## src/rtl/cmd_seq_driver.sv

```systemverilog
// Command sequencer that replays stored command words to a RemoteComm link and checks each response.
// Build option: define CMD_SEQ_CONT_EN to keep running remaining slots after an error instead of aborting.
module cmd_seq_driver #(
    parameter int          DEPTH = 8,
    parameter int          TMO_W = 20,
    parameter logic [7:0]  ACK   = 8'hA5,
    localparam int         AW    = (DEPTH > 1) ? $clog2(DEPTH) : 1,
    localparam int         CW    = $clog2(DEPTH + 1)
) (
    input  logic            clk,
    input  logic            rst_n,
    input  logic            wr_en,
    input  logic [AW-1:0]   wr_addr,
    input  logic [15:0]     wr_data,
    input  logic [CW-1:0]   num_cmds,
    input  logic            start,
    output logic [15:0]     cmd,
    output logic            snd_cmd,
    input  logic            cmd_snt,
    input  logic            resp_rdy,
    input  logic [7:0]      resp,
    output logic            busy,
    output logic            done,
    output logic            pass,
    output logic [1:0]      err_code,
    output logic [AW-1:0]   fail_idx,
    output logic [CW-1:0]   err_cnt
);

    // The wait counter holds the number of waiting cycles already spent; the cycle on which
    // it reads TMO_LAST is the (2^TMO_W-1)th waiting cycle, where the timeout fires.
    localparam logic [TMO_W-1:0] TMO_LAST = TMO_W'((64'd1 << TMO_W) - 64'd2);

    typedef enum logic [2:0] {
        S_IDLE,
        S_SEND,
        S_WAIT_SNT,
        S_WAIT_RESP,
        S_NEXT,
        S_DONE
    } state_t;

    state_t           state;
    logic [AW-1:0]    idx;
    logic [CW-1:0]    count;
    logic [TMO_W-1:0] tmo;
    logic [15:0]      mem [DEPTH];

    logic             tmo_fire;
    logic             last_slot;
    logic [CW-1:0]    num_sat;
    logic [CW-1:0]    err_cnt_inc;
    logic             err_ev;
    logic [1:0]       err_val;

    // Command memory has no reset so stored sequences survive a reset.
    always_ff @(posedge clk) begin
        if (wr_en && !busy) begin
            mem[wr_addr] <= wr_data;
        end
    end

    assign tmo_fire    = (tmo == TMO_LAST);
    assign last_slot   = (CW'(idx) == (count - 1'b1));
    assign num_sat     = (num_cmds > CW'(DEPTH)) ? CW'(DEPTH) : num_cmds;
    assign err_cnt_inc = (err_cnt == CW'(DEPTH)) ? err_cnt : (err_cnt + 1'b1);

    always_comb begin
        err_ev  = 1'b0;
        err_val = 2'd0;
        case (state)
            S_WAIT_SNT: begin
                if (!cmd_snt && tmo_fire) begin
                    err_ev  = 1'b1;
                    err_val = 2'd2;
                end
            end
            S_WAIT_RESP: begin
                // A response arriving on the timeout cycle still counts as a response.
                if (resp_rdy) begin
                    if (resp != ACK) begin
                        err_ev  = 1'b1;
                        err_val = 2'd1;
                    end
                end else if (tmo_fire) begin
                    err_ev  = 1'b1;
                    err_val = 2'd3;
                end
            end
            default: begin
                err_ev  = 1'b0;
                err_val = 2'd0;
            end
        endcase
    end

    always_ff @(posedge clk or negedge rst_n) begin
        if (!rst_n) begin
            state    <= S_IDLE;
            idx      <= '0;
            count    <= '0;
            tmo      <= '0;
            cmd      <= '0;
            snd_cmd  <= 1'b0;
            busy     <= 1'b0;
            done     <= 1'b0;
            pass     <= 1'b0;
            err_code <= 2'd0;
            fail_idx <= '0;
            err_cnt  <= '0;
        end else begin
            snd_cmd <= 1'b0;
            case (state)
                S_IDLE, S_DONE: begin
                    if (start) begin
                        done     <= 1'b0;
                        pass     <= 1'b0;
                        err_code <= 2'd0;
                        fail_idx <= '0;
                        err_cnt  <= '0;
                        idx      <= '0;
                        count    <= num_sat;
                        if (num_sat == '0) begin
                            state <= S_DONE;
                            done  <= 1'b1;
                            pass  <= 1'b1;
                        end else begin
                            state   <= S_SEND;
                            busy    <= 1'b1;
                            snd_cmd <= 1'b1;
                            cmd     <= mem[0];
                        end
                    end
                end
                S_SEND: begin
                    tmo   <= '0;
                    state <= S_WAIT_SNT;
                end
                S_WAIT_SNT: begin
                    if (cmd_snt) begin
                        tmo   <= '0;
                        state <= S_WAIT_RESP;
                    end else if (!tmo_fire) begin
                        tmo <= tmo + 1'b1;
                    end
                end
                S_WAIT_RESP: begin
                    if (resp_rdy) begin
                        if (resp == ACK) begin
                            state <= S_NEXT;
                        end
                    end else if (!tmo_fire) begin
                        tmo <= tmo + 1'b1;
                    end
                end
                S_NEXT: begin
                    if (last_slot) begin
                        state <= S_DONE;
                        busy  <= 1'b0;
                        done  <= 1'b1;
                        pass  <= (err_cnt == '0);
                    end else begin
                        idx     <= idx + 1'b1;
                        cmd     <= mem[idx + 1'b1];
                        snd_cmd <= 1'b1;
                        state   <= S_SEND;
                    end
                end
                default: begin
                    state <= S_IDLE;
                end
            endcase

            if (err_ev) begin
                err_cnt <= err_cnt_inc;
                if (err_code == 2'd0) begin
                    err_code <= err_val;
                    fail_idx <= idx;
                end
`ifdef CMD_SEQ_CONT_EN
                state <= S_NEXT;
`else
                state <= S_DONE;
                busy  <= 1'b0;
                done  <= 1'b1;
                pass  <= 1'b0;
`endif
            end
        end
    end

endmodule

```

## config.mk

```make
export PLATFORM = sky130hd
export DESIGN_NAME = cmd_seq_driver
export DESIGN_NICKNAME = d
export VERILOG_FILES = /design/src/rtl/cmd_seq_driver.sv
export SDC_FILE = /design/constraint.sdc
export NUM_CORES = 1
export LEC_CHECK = 0
export ABC_AREA = 1
export BUFFER_PORTS_ARGS = -buffer_cell sky130_fd_sc_hd__buf_2
export CAP_MARGIN = 20
export CORE_UTILIZATION = 46
export CTS_CLUSTER_SIZE = 14
export DETAILED_ROUTE_END_ITERATION = 8
export PLACE_DENSITY_LB_ADDON = 0.08
export SLEW_MARGIN = 10
export SYNTH_ARGS = -nofsm -noshare
export SYNTH_HDL_FRONTEND = slang
export SYNTH_SLANG_ARGS = --single-unit
```

## constraint.sdc

```tcl
create_clock -name clk -period 1.7 [get_ports clk]
set_input_delay 0.425 -clock clk [delete_from_list [all_inputs] [get_ports clk]]
set_output_delay 0.425 -clock clk [all_outputs]
set_load 0.02 [all_outputs]
```

==> results.rst <==
.. list-table::
   :header-rows: 1

   * - Metric
     - Value
   * - CP endpoint kind
     - register
   * - Outcome
     - finished, violations left
   * - Critical path, cell by cell
     - ha_4 -> buf_8 -> clkbuf_16 -> o21ai_2 -> o21ai_1 -> a21oi_4 -> a21oi_1
   * - Transition time at the pin with the least slew margin
     - 0.458 ns
   * - Count of cell types in the netlist
     - 37
   * - Ratio of cells with drive above 1 in the final layout
     - 31.3%
   * - Placed Instances
     - 1208
   * - Count of flip-flops with a built-in enable after synthesis
     - 128
   * - Pin count of the biggest net entering global routing
     - 61
   * - Clock Latency Late Sink
     - 0.43 ns
   * - Max Clk Rate
     - 584 MHz
   * - Proportion of synthesized chip area in sequential cells
     - 63.0%
   * - Die height
     - 138 um
   * - Total power after layout
     - 17.7 mW
   * - Startpoint of the most critical hold path
     - num_cmds[2]
   * - Remaining antenna violation count after routing
     - 0
   * - Final WS setup
     - -0.0119 ns
   * - H-tree lvl count
     - 4
   * - Avg Cell Area, Syn
     - 9.72 um2
   * - Number of global-route vias before repair
     - 6421
   * - Source of the critical timing path
     - idx[0]
   * - Yosys top cell by area
     - sky130_fd_sc_hd__edfxtp_1
   * - Grt ovf
     - 0
   * - Failing checks
     - negative setup slack
   * - Synth async-reset ratio
     - 31.6%
   * - Post-layout instance count excluding filler cells
     - 1268
   * - Clock transition at path regs
     - 0.07 ns
   * - Top-level I/O count
     - 66
   * - Total number of vias
     - 6781
   * - Final nets
     - 1069
   * - Post-Synthesis Cells
     - 869
   * - Seq cells post-synth
     - 187
   * - Clock tree from TritonCTS
     - yes
   * - Deepest clock path buffer count
     - 2
   * - Final weighted congestion of routability-driven global placement
     - 0.867
   * - Estimated wirelength of the detail-placed design
     - 13300 um
   * - Final Max Slew Viols
     - 0
   * - Crit start category
     - register
   * - Clock tree skew after final layout
     - 0.0104 ns
   * - Wire length reported by the detailed router
     - 22100 um
   * - Maximum ir drop on the vdd rail
     - 0.000913 V
   * - Width of the chip
     - 138 um
   * - Final Cell Area
     - 0.0112 mm2
   * - Input/output buffers
     - 65
   * - Number of diodes
     - 0
   * - Portion of synthesized cell area occupied by the leading cell type
     - 45.5%
   * - Initial core utilization
     - 47.0%
   * - Final hold vios
     - 0
   * - Total core area
     - 0.0180 mm2
   * - Rows
     - 49
   * - Total nets after synthesis
     - 912
   * - Count of synthesis-stage warnings from yosys
     - 0
   * - Data arrival time of the worst path
     - 2.06 ns
   * - Clock root cell
     - sky130_fd_sc_hd__clkbuf_16
   * - Violation count after the first detailed-route iteration
     - 430
   * - Total routing usage reported by global routing
     - 23.3%
   * - Area contributors post-synth
     - sky130_fd_sc_hd__edfxtp_1 (46%), sky130_fd_sc_hd__dfrtp_1 (17%), sky130_fd_sc_hd__nand2_1 (8.7%), sky130_fd_sc_hd__nor2_1 (5.4%), sky130_fd_sc_hd__o21ai_0 (4.8%)
   * - Critical path class
     - reg -> reg
   * - Area of the die
     - 0.0189 mm2
   * - Static power due to leakage
     - 4.69 nW
   * - Power density over the cells
     - 1590 mW/mm2
   * - Avg Vias per Cell
     - 5.35
   * - Shortest clock period the worst path allows after layout
     - 1.71 ns
   * - Post-synthesis cell area
     - 0.00845 mm2
   * - Final worst hold slack
     - 0.229 ns
   * - Average wire per cell in the routed design
     - 17.4 um
   * - Total setup violations reported at the end of the flow
     - 1
   * - Setup repair after global routing missed its margin
     - yes
   * - Global-route wire length before repair
     - 32800 um
   * - Final period util
     - 101%
   * - Post-DP Area
     - 0.00965 mm2
   * - Num CTS Buffers
     - 17
   * - Antenna violations before repair
     - 0
   * - Primary flip-flop cell chosen by synthesis mapping
     - sky130_fd_sc_hd__edfxtp_1
   * - Critical register-to-register path startpoint
     - idx[0]
   * - Total clock sinks
     - 187
   * - Max-slew headroom at the worst pin
     - 69.4%
   * - Worst hold-check path type
     - in -> reg
   * - WP data required
     - 2.05 ns
   * - Number of iterations in the first detailed-routing pass
     - 5
   * - Max stage delay on crit path
     - 0.46 ns
   * - Area growth syn-to-layout
     - 32.2%
   * - Number of maximum-capacitance constraint violations
     - 0
   * - Final core area utilization
     - 62.2%
   * - Highest-delay cell along the critical path
     - sky130_fd_sc_hd__dfrtp_2
   * - Critical path peak fanout
     - 4
   * - DRC
     - 0
==> state kept, by name (all words and copies together), names as in the netlist <==
signal,flops
pass,1
cmd,16
fail_idx,3
done,1
err_code,2
snd_cmd,1
state,3
mem,128
idx,3
count,4
err_cnt,4
busy,1
tmo,20
==> cell usage in the layout, fill, tap and decap left out, types with 4 or more instances in the layout <==
| cell type | n |
|---|---|
| sky130_fd_sc_hd__dfrtp_1 | 57 |
| sky130_fd_sc_hd__buf_6 | 12 |
| sky130_fd_sc_hd__inv_1 | 59 |
| sky130_fd_sc_hd__nor3_2 | 5 |
| sky130_fd_sc_hd__nand2_2 | 12 |
| sky130_fd_sc_hd__nor2_1 | 107 |
| sky130_fd_sc_hd__nand2_8 | 4 |
| sky130_fd_sc_hd__nand4_1 | 7 |
| sky130_fd_sc_hd__buf_4 | 67 |
| sky130_fd_sc_hd__o21ai_0 | 53 |
| sky130_fd_sc_hd__o21ai_1 | 19 |
| sky130_fd_sc_hd__inv_8 | 4 |
| sky130_fd_sc_hd__inv_6 | 4 |
| sky130_fd_sc_hd__clkbuf_16 | 22 |
| sky130_fd_sc_hd__nand3_1 | 47 |
| sky130_fd_sc_hd__a21oi_1 | 14 |
| sky130_fd_sc_hd__nand2_1 | 179 |
| sky130_fd_sc_hd__nor2_2 | 14 |
| sky130_fd_sc_hd__nand2_4 | 6 |
| sky130_fd_sc_hd__o21ai_2 | 12 |
| sky130_fd_sc_hd__nor3_1 | 6 |
| sky130_fd_sc_hd__o22ai_1 | 21 |
| sky130_fd_sc_hd__buf_12 | 16 |
| sky130_fd_sc_hd__inv_2 | 10 |
| sky130_fd_sc_hd__buf_2 | 65 |
| sky130_fd_sc_hd__a21oi_2 | 10 |
| sky130_fd_sc_hd__nor2_4 | 6 |
| sky130_fd_sc_hd__nand3_2 | 25 |
| sky130_fd_sc_hd__edfxtp_1 | 128 |
| sky130_fd_sc_hd__or2_2 | 4 |
==> cell type report <==
class / count / area, um2
Clock inverter: 13 / 149
Sequential cell: 187 / 5320
Inverter: 72 / 282
Fill cell: 1482 / 6800
Clock buffer: 19 / 433
Multi-Input combinational cell: 579 / 3210
Timing Repair Buffer: 169 / 1480
Tap cell: 229 / 287
==> worst paths after layout <==
path | to | slack, ns | cells past startpoint
setup reg to reg | cmd[1] | -0.01 | 7
hold reg to reg | err_code[0] | 0.51 | 1
min in group asynchronous | err_cnt[0] | 0.48 | 2
setup / recovery | cmd[1] | -0.01 | 7
hold / removal | count[2] | 0.23 | 3
max in group asynchronous | cmd[6] | 0.74 | 3
==> worst max-delay path: cells and delay by family (launching register included) <==
| kind | cells | cell delay [ns] |
|---|---|---|
| adders and majority gates | 1 | 0.37 |
| DFF | 1 | 0.46 |
| AOI/OAI and AO/OA | 4 | 0.51 |
| buffers and inverters | 2 | 0.30 |
==> cells by family after synthesis <==
| logic type | synth area share, % |
|---|---|
| xor gates and xnor gates | 0.622 |
| and+or+nand+nor | 21.4 |
| DFF | 63.0 |
| AOI/OAI and AO/OA | 9.05 |
| adders and majority gates | 0.889 |
| buffers and inverters | 5.04 |
==> metal layers <==
layer,vias up,GRT usage (%),wire length (um)
met2,197,39.2,10900
met5,-,0,0
met4,0,6.29,336
met3,31,5.22,1290
met1,3279,30.2,9590
li1,3274,-,-
==> power breakdown <==
| group | leakage [nW] | internal (mW) | total [mW] | switching, mW |
|---|---|---|---|---|
| clock network | 0.287 | 2.09 | 3.92 | 1.83 |
| registers | 1.93 | 5.40 | 5.78 | 0.375 |
| logic | 2.48 | 3.49 | 8.04 | 4.55 |
==> per-stage QoR <==
| step | setup slack, ns | TNS [ns] |
|---|---|---|
| detailed placement | -0.152 | -1.86 |
| global placement | -0.161 | -1.08 |
| global route | -0.103 | -1.42 |
| floorplan | -0.0980 | -12.54 |
| CTS | -0.0453 | -0.155 |
| finish | -0.0119 | -0.0119 |
==> cells in the mapped netlist (2+ instances only) <==
master                     number
sky130_fd_sc_hd__o22ai_1       24
sky130_fd_sc_hd__xnor2_1        2
sky130_fd_sc_hd__clkinv_1       2
sky130_fd_sc_hd__a21oi_1       21
sky130_fd_sc_hd__inv_2          3
sky130_fd_sc_hd__dfrtp_1       59
sky130_fd_sc_hd__o21ai_1        3
sky130_fd_sc_hd__o21ai_0       81
sky130_fd_sc_hd__inv_1         67
sky130_fd_sc_hd__nand3b_1       2
sky130_fd_sc_hd__o211ai_1       3
sky130_fd_sc_hd__buf_2          7
sky130_fd_sc_hd__nor2_2         5
sky130_fd_sc_hd__nor3_1        11
sky130_fd_sc_hd__buf_6          2
sky130_fd_sc_hd__nand2_4        2
sky130_fd_sc_hd__xor2_1         4
sky130_fd_sc_hd__nand2_1      196
sky130_fd_sc_hd__or2_2          4
sky130_fd_sc_hd__buf_4          3
sky130_fd_sc_hd__nand3_1       72
sky130_fd_sc_hd__clkbuf_1      19
sky130_fd_sc_hd__ha_1           6
sky130_fd_sc_hd__nor2_1       121
sky130_fd_sc_hd__edfxtp_1     128
sky130_fd_sc_hd__a21oi_2        4
sky130_fd_sc_hd__nand4_1        7
sky130_fd_sc_hd__nand2_2        2
==> what timing repair did <==
item / 4_1_cts / 5_1_grt
pin swaps: 12 / 57
buffers inserted: 7 / 14
setup endpoints to repair: 34 / 53
hold buffers: 1 / 0
hold endpoints to repair: 14 / 0
resized for setup: 40 / 135
gates cloned: 2 / 8
Note: power is estimated with default switching activity, not from simulation.
